**src/rtl/avalon_chan_fifo_bank.sv**
```systemverilog
// Avalon-MM write front end feeding per-channel FIFOs, drained by a
// round-robin arbiter into one registered, channel-tagged output stream.
module avalon_chan_fifo_bank #(
    parameter int NUM_CH = 3,
    parameter int DATA_W = 8,
    parameter int DEPTH  = 4,
    parameter int ADDR_W = 3,
    parameter int CH_W   = (NUM_CH > 1) ? $clog2(NUM_CH) : 1
) (
    input  logic              clk,
    input  logic              reset,
    input  logic              chipselect,
    input  logic              write,
    input  logic              read,
    input  logic [ADDR_W-1:0] address,
    input  logic [DATA_W-1:0] writedata,
    output logic [DATA_W-1:0] readdata,
    output logic              out_valid,
    input  logic              out_ready,
    output logic [DATA_W-1:0] out_data,
    output logic [CH_W-1:0]   out_chan
);

    localparam int PTR_W = $clog2(DEPTH);
    localparam int CNT_W = PTR_W + 1;

    logic [DATA_W-1:0] mem    [NUM_CH][DEPTH];
    logic [PTR_W-1:0]  wr_ptr [NUM_CH];
    logic [PTR_W-1:0]  rd_ptr [NUM_CH];
    logic [CNT_W-1:0]  cnt    [NUM_CH];
    logic [DATA_W-1:0] drop   [NUM_CH];
    logic [CH_W-1:0]   last_grant;

    logic              wr_acc;
    logic              rd_acc;
    logic              load;
    logic              gnt_found;
    logic [CH_W-1:0]   gnt_ch;
    logic [NUM_CH-1:0] flush;
    logic [NUM_CH-1:0] push;
    logic [NUM_CH-1:0] full;
    logic [NUM_CH-1:0] elig;
    logic [NUM_CH-1:0] pop;
    logic [NUM_CH-1:0] accept;
    logic [DATA_W-1:0] head_data;
    logic [DATA_W-1:0] rd_word;

    assign wr_acc = chipselect & write;
    assign rd_acc = chipselect & read;
    assign load   = !out_valid || out_ready;

    always_comb begin
        flush = '0;
        push  = '0;
        full  = '0;
        elig  = '0;
        if (wr_acc && address == '0)
            flush = writedata[NUM_CH-1:0];
        for (int c = 0; c < NUM_CH; c++) begin
            full[c] = (cnt[c] == CNT_W'(DEPTH));
            push[c] = wr_acc && (address == ADDR_W'(c + 1));
            elig[c] = (cnt[c] != '0) && !flush[c];
        end
    end

    // Search starts one past the last granted channel, wrapping once.
    always_comb begin
        int idx;
        idx       = 0;
        gnt_found = 1'b0;
        gnt_ch    = '0;
        for (int i = 0; i < NUM_CH; i++) begin
            idx = int'(last_grant) + 1 + i;
            if (idx >= NUM_CH)
                idx = idx - NUM_CH;
            if (!gnt_found && elig[idx]) begin
                gnt_found = 1'b1;
                gnt_ch    = CH_W'(idx);
            end
        end
    end

    always_comb begin
        pop       = '0;
        accept    = '0;
        head_data = '0;
        for (int c = 0; c < NUM_CH; c++) begin
            pop[c]    = load && gnt_found && (gnt_ch == CH_W'(c));
            accept[c] = push[c] && !flush[c] && (!full[c] || pop[c]);
            if (gnt_ch == CH_W'(c))
                head_data = mem[c][rd_ptr[c]];
        end
    end

    always_comb begin
        rd_word = '0;
        for (int c = 0; c < NUM_CH; c++) begin
            if (address == '0)
                rd_word[c] = (cnt[c] == '0);
            else if (address == ADDR_W'(c + 1))
                rd_word = drop[c];
        end
    end

    always_ff @(posedge clk) begin
        for (int c = 0; c < NUM_CH; c++)
            if (accept[c])
                mem[c][wr_ptr[c]] <= writedata;
    end

    always_ff @(posedge clk) begin
        if (reset) begin
            for (int c = 0; c < NUM_CH; c++) begin
                wr_ptr[c] <= '0;
                rd_ptr[c] <= '0;
                cnt[c]    <= '0;
                drop[c]   <= '0;
            end
        end else begin
            for (int c = 0; c < NUM_CH; c++) begin
                if (flush[c]) begin
                    wr_ptr[c] <= '0;
                    rd_ptr[c] <= '0;
                    cnt[c]    <= '0;
                end else begin
                    if (accept[c])
                        wr_ptr[c] <= wr_ptr[c] + 1'b1;
                    if (pop[c])
                        rd_ptr[c] <= rd_ptr[c] + 1'b1;
                    cnt[c] <= cnt[c] + CNT_W'(accept[c])
                                     - CNT_W'(pop[c]);
                end
                // Flush-discarded pushes are not drops.
                if (push[c] && !flush[c] && full[c] && !pop[c]
                    && drop[c] != '1)
                    drop[c] <= drop[c] + 1'b1;
            end
        end
    end

    always_ff @(posedge clk) begin
        if (reset) begin
            out_valid  <= 1'b0;
            out_data   <= '0;
            out_chan   <= '0;
            last_grant <= CH_W'(NUM_CH - 1);
        end else if (load) begin
            if (gnt_found) begin
                out_valid  <= 1'b1;
                out_data   <= head_data;
                out_chan   <= gnt_ch;
                last_grant <= gnt_ch;
            end else begin
                out_valid <= 1'b0;
            end
        end
    end

    always_ff @(posedge clk) begin
        if (reset)
            readdata <= '0;
        else if (rd_acc)
            readdata <= rd_word;
    end

endmodule

```
**config.mk**
```make
export PLATFORM = sky130hd
export DESIGN_NAME = avalon_chan_fifo_bank
export DESIGN_NICKNAME = d
export VERILOG_FILES = /design/src/rtl/avalon_chan_fifo_bank.sv
export SDC_FILE = /design/constraint.sdc
export NUM_CORES = 1
export LEC_CHECK = 0
export CORE_MARGIN = 2
export CORE_UTILIZATION = 30
export DETAILED_ROUTE_END_ITERATION = 16
export MAX_ROUTING_LAYER = met4
export PLACE_DENSITY_LB_ADDON = 0.25
export SYNTH_ARGS = -nofsm -noshare
export SYNTH_HDL_FRONTEND = slang
export SYNTH_SLANG_ARGS = --single-unit
```
**constraint.sdc**
```tcl
create_clock -name clk -period 6.2 [get_ports clk]
set_clock_uncertainty 0.05 [all_clocks]
set_input_delay 1.24 -clock clk [delete_from_list [all_inputs] [get_ports clk]]
set_output_delay 1.24 -clock clk [all_outputs]
set_load 0.02 [all_outputs]
```
Yosys cells after proc, flatten, opt, wreduce, memory -nomap -nowiden
Memories as Yosys holds them, arrays and structs flattened.
Cells that the tools add are included.
Cells by class
  add/subtract/negate cells: 21
  multiply operators: 0
  divide/modulo/power cells: 0
  order comparisons: 15
  equality and inequality tests: 11
  shifts and indexed selects: 0
  muxes and demuxes: 132
  bitwise logic cells: 29
  reductions and logical operators: 58
Operator list (count)
  two-way mux 32 bit: 10
  two-way mux 8 bit: 18
  < comparator 32 x 4 -> 1 bit (second input constant): 3
  two-way mux 1 bit: 67
  greater-or-equal comparator 32 x 3 -> 1 bit (second input constant): 2
  OR reduction 32 bit: 2
  subtractor 32 x 3 -> 32 bit (second input constant): 2
  binary-select mux 8 bit (select 2 bit): 3
  demux 8 bit (select 2 bit): 3
  two-way mux 2 bit: 18
  adder 32 x 2 -> 32 bit (second input constant): 1
  logical AND 1 bit: 31
  adder 8 x 1 -> 8 bit (second input constant): 3
  inequality test 8 bit (second input constant): 3
  two-way mux 3 bit: 7
  bitwise OR 1 bit: 21
  greater-or-equal comparator 3 bit (second input constant): 6
  inverter 2 -> 3 bit: 6
  adder 2 x 1 -> 2 bit (second input constant): 6
  logical NOT 1 bit: 12
  logical NOT 3 bit: 4
  adder 3 x 1 -> 3 bit: 3
  equality test 3 bit (second input constant): 3
  < comparator 3 x 1 -> 1 bit (second input constant): 3
  other kinds (18): 29
Storage, ports and cells
  flip-flop bits (word level): 21
  latch bits: 0
  RAM bits: 141
  bits in read-only memories: 0
  bits of input ports: 17
  output and inout bits: 19
  word-level logic and storage cells: 276
  memories kept: 5
Memories
  mem: words 3, bits a word 32, read ports 3, clocked after Yosys merged registers in 0, wr ports 1, RTL line 27  | logic [DATA_W-1:0] mem [NUM_CH][DEPTH];
  drop: words 3, bits a word 8, read ports 3, clocked after Yosys merged registers in 0, wr ports 3, RTL line 31  | logic [DATA_W-1:0] drop [NUM_CH];
  cnt: words 3, bits a word 3, read ports 3, clocked after Yosys merged registers in 0, wr ports 3, RTL line 30  | logic [CNT_W-1:0] cnt [NUM_CH];
  rd_ptr: words 3, bits a word 2, read ports 3, clocked after Yosys merged registers in 0, wr ports 3, RTL line 29  | logic [PTR_W-1:0] rd_ptr [NUM_CH];
  wr_ptr: words 3, bits a word 2, read ports 3, clocked after Yosys merged registers in 0, wr ports 3, RTL line 28  | logic [PTR_W-1:0] wr_ptr [NUM_CH];

Longest topological paths before layout
  depth in word-level cells: 24
  depth in mapped cells: 18
  mapped depth without buffers: 16

Least setup slack after synthesis
No wires, ideal clock.
  path kind: in2reg
  start: in address[1]
  end: mem cnt[1][2] (netlist bit), data pin
  library setup time: 274 ps
  data arrival time: 3903 ps
  required time: 5876 ps
  setup slack: 1972 ps
  stages: 18
  buffers on the path: 4
  cells stage by stage: buf_6 -> and3b_1 -> buf_6 -> buf_6 -> a211oi_1 -> a2111o_1 -> a211oi_2 -> buf_4 -> nand2_2 -> inv_1 -> ha_1 -> inv_1 -> ha_1 -> inv_1 -> fa_1 -> xor2_1 -> xnor2_1 -> nor3_1
RTL lines
  from (decl): RTL line 15  | input logic [ADDR_W-1:0] address,
  to (decl): RTL line 30

==> results.ini <==
[min_path]
hp-class = reg -> reg
hold_depth = 2
min_from = readdata[6]
hold_end = readdata[6]

[worst_setup_path]
crit_path_cell_trace = clkdlybuf4s50_1, buf_4, and3b_1, a21oi_2, a2111o_1, a211oi_2, nand2_2, inv_1, ha_1, inv_1, ha_1, inv_1, fa_1, xor2_1, xnor2_1, nor3_1
worst_setup_path_start_kind = input port
cp_max_fo = 18
end_kind = register
crit_type = in -> reg
r2r_end = cnt[1][2]
rr_startpoint = out_chan[0]
cpMostUsedCell = inv_1
cp.arrival_ns = 5.00
r2r_slack_ns = 2.00
r2r_cells = 16
slowest_delay_ns = 0.65
slowest_stage = and3b_1
critPathRequiredTime_ns = 6.30

[logic_synthesis]
synth_edf_count = 141
synth.distinct_cells = 69
synthXorXnorAreaFrac_pct = 2.96
yosys.area_share.simple_pct = 10.3
synth-compound-area-share_pct = 12.5
async_flop_share_pct = 0
ys_top_cells_by_count = edfxtp_1, nor2_1, nand2_1, inv_1, mux4_2
synth_fa_ha_area_share_pct = 4.78
netlist.area_leader.share_pct = 53.0
seq_area_frac_synth_pct = 58.1
yosys-top-cells-area = edfxtp_1, mux4_2, dfxtp_1, ha_1, a31oi_2
yosys_warnings = 0
synth_seq_cells = 161
synth_top_family_by_area = compound AO/OA/AOI/OAI gates
synth.most_common_cell = edfxtp_1
synth_top_cell_by_area = edfxtp_1
syn-instance-count = 561
synth.avg_cell_area_um2 = 14.2
netlist_area_mm2 = 0.00798
synth_mux_area_share_pct = 7.62
ys.flop_type = edfxtp_1

[clocking]
clock-sinks = 161
clock_path_buffers = 2
cts_tree = built
htree_levels = 4
cts_buffers = 17
ctsRootBufferMaster = clkbuf_16
clk_latency_ns = 0.43
holdBufCountCts = 0
cts_setup_buffers = 0
path_clk_slew_ns = 0.07
cts-resized-gates = 0

[die]
dieWidth_um = 167
ios = 36
rows = 59
start_util_pct = 30.6
coreArea_mm2 = 0.0261
die-area_mm2 = 0.0279
die_h_um = 167

[sta]
period_share_pct = 79.0
max_freq_mhz = 204
setup_tns_ns = 0
setup_viol = 0
slew_headroom_pct = 47.5
drv_slew = 0
min_period_ns = 4.90
hold_viol = 0
worst_pin_slew_ns = 0.784
rsz0062_at_grt = no

[power]
ir_drop_uv = 175
p_leak_nw = 3.11
power.density_mw_per_mm2 = 376

[grt]
grt-ovfl-total = 0
grt_pass1_wl_mm = 28.6
grt_pass1_vias = 5074
grt_usage_pct = 13.7
grt_antenna_before_repair = 0
grt_max_degree = 43

[cells_and_area]
stdcell_count = 955
fillers = 2500
num_antenna_cells = 0
drive_gt1_share_pct = 20.8
area_delta_synth_final_pct = 16.9
finalNetCount = 651

[drt]
drt_pass1_iterations = 5
totalWireLength_mm = 18.1
drtIter0Drc = 318
drc = 0
vias = 4873
postRouteAntennaNets = 0
routed_wire_length_per_instance_um = 18.9
viasPerCell = 5.10

[run_status]
status = finished clean

[placement]
dpl.hpwl_mm = 12.7
portBuffers = 35
dp.cells = 923
gp_congestion = 0.844

[flow_run]
drv_cap = 0

==> flip-flops by register name, summed over array words and instances, names as in the netlist <==
| name | flops |
|---|---|
| out_chan | 2 |
| out_valid | 1 |
| cnt | 9 |
| out_data | 8 |
| drop | 24 |
| wr_ptr | 6 |
| readdata | 8 |
| rd_ptr | 6 |
| mem | 96 |
| last_grant | 1 |
==> power by group <==
part           switching (mW)  internal [mW]  leakage (nW)
Sequential              0.143           1.28          1.49
Combinational           0.550          0.447          1.31
Clock                   0.499          0.595         0.305
Total                    1.19           2.32          3.11
==> routing by layer <==
layer | vias to the layer above | share of wire, % | wire (um) | track usage [%]
li1 | 2270 | - | - | -
met1 | 2487 | 46 | 8330 | 17.6
met3 | 16 | 3.3 | 603 | 2.51
met2 | 100 | 49 | 8890 | 22.0
met5 | - | 0 | 0 | -
met4 | 0 | 1.4 | 255 | 4.42
==> placed cells by master (no fill, tap or decap), drive strengths merged, types with 10 or more instances in the layout <==
master,synthesis,final
nor3b,12,12
o21ai,11,11
nand3,11,11
xor2,16,16
dfxtp,20,20
nor3,11,11
buf,23,17
a31oi,26,26
nor2,36,36
ha,24,24
a22oi,17,17
a21oi,10,10
nand2,32,32
and2,10,10
inv,28,37
clkdlybuf4s50,0,34
mux4,27,27
edfxtp,141,141
xnor2,11,11
clkbuf,9,18
==> how the worst max path moves through the flow <==
stage,startpoint,endpoint,slack (ns),cells after the start
2_1_floorplan,address[1],cnt[1][2],1.97,18
3_3_place_gp,address[1],cnt[1][2],1.0,16
3_5_place_dp,address[1],cnt[1][2],0.89,16
4_1_cts,address[1],cnt[1][2],1.34,16
5_1_grt,address[1],cnt[1][2],1.08,16
6_report,address[1],cnt[1][2],1.30,16
==> worst max-delay path: cells and delay by family <==
family	cells	cell delay, ns
compound gates	3	1.06
simple gates	3	0.85
buf+inv	5	0.81
fa+ha+maj	3	0.72
xor+xnor	2	0.33
==> cells by family after synthesis <==
logic type | after synthesis
compound gates | 107
buf+inv | 60
mux | 27
other cells | 1
xor+xnor | 27
simple gates | 149
flops | 161
fa+ha+maj | 29
==> stage by stage <==
stage / area, um^2 / total power, mW / hold slack [ns] / util, % / setup WS (ns)
CTS: 9330 / 3.54 / 0.477 / 35.8 / 1.34
global placement: 8710 / 2.44 / 0.460 / 33.4 / 1.00
detailed placement: 8710 / 2.45 / 0.455 / 33.4 / 0.888
floorplan: 8010 / 2.14 / 0.442 / - / 1.97
global route: 9330 / 3.70 / 0.509 / 35.8 / 1.08
finish: 9330 / 3.51 / 0.469 / 35.8 / 1.30
==> cell type report <==
cell class | count | area (um^2) | share of cell area (%)
Inverter | 28 | 105 | 1.13
Multi-Input combinational cell | 348 | 3080 | 33.0
Sequential cell | 161 | 4630 | 49.7
Clock inverter | 14 | 184 | 1.97
Tap cell | 335 | 419 | 4.49
Clock buffer | 18 | 439 | 4.71
Timing Repair Buffer | 51 | 465 | 4.99
(Power assumes the default switching activity.)
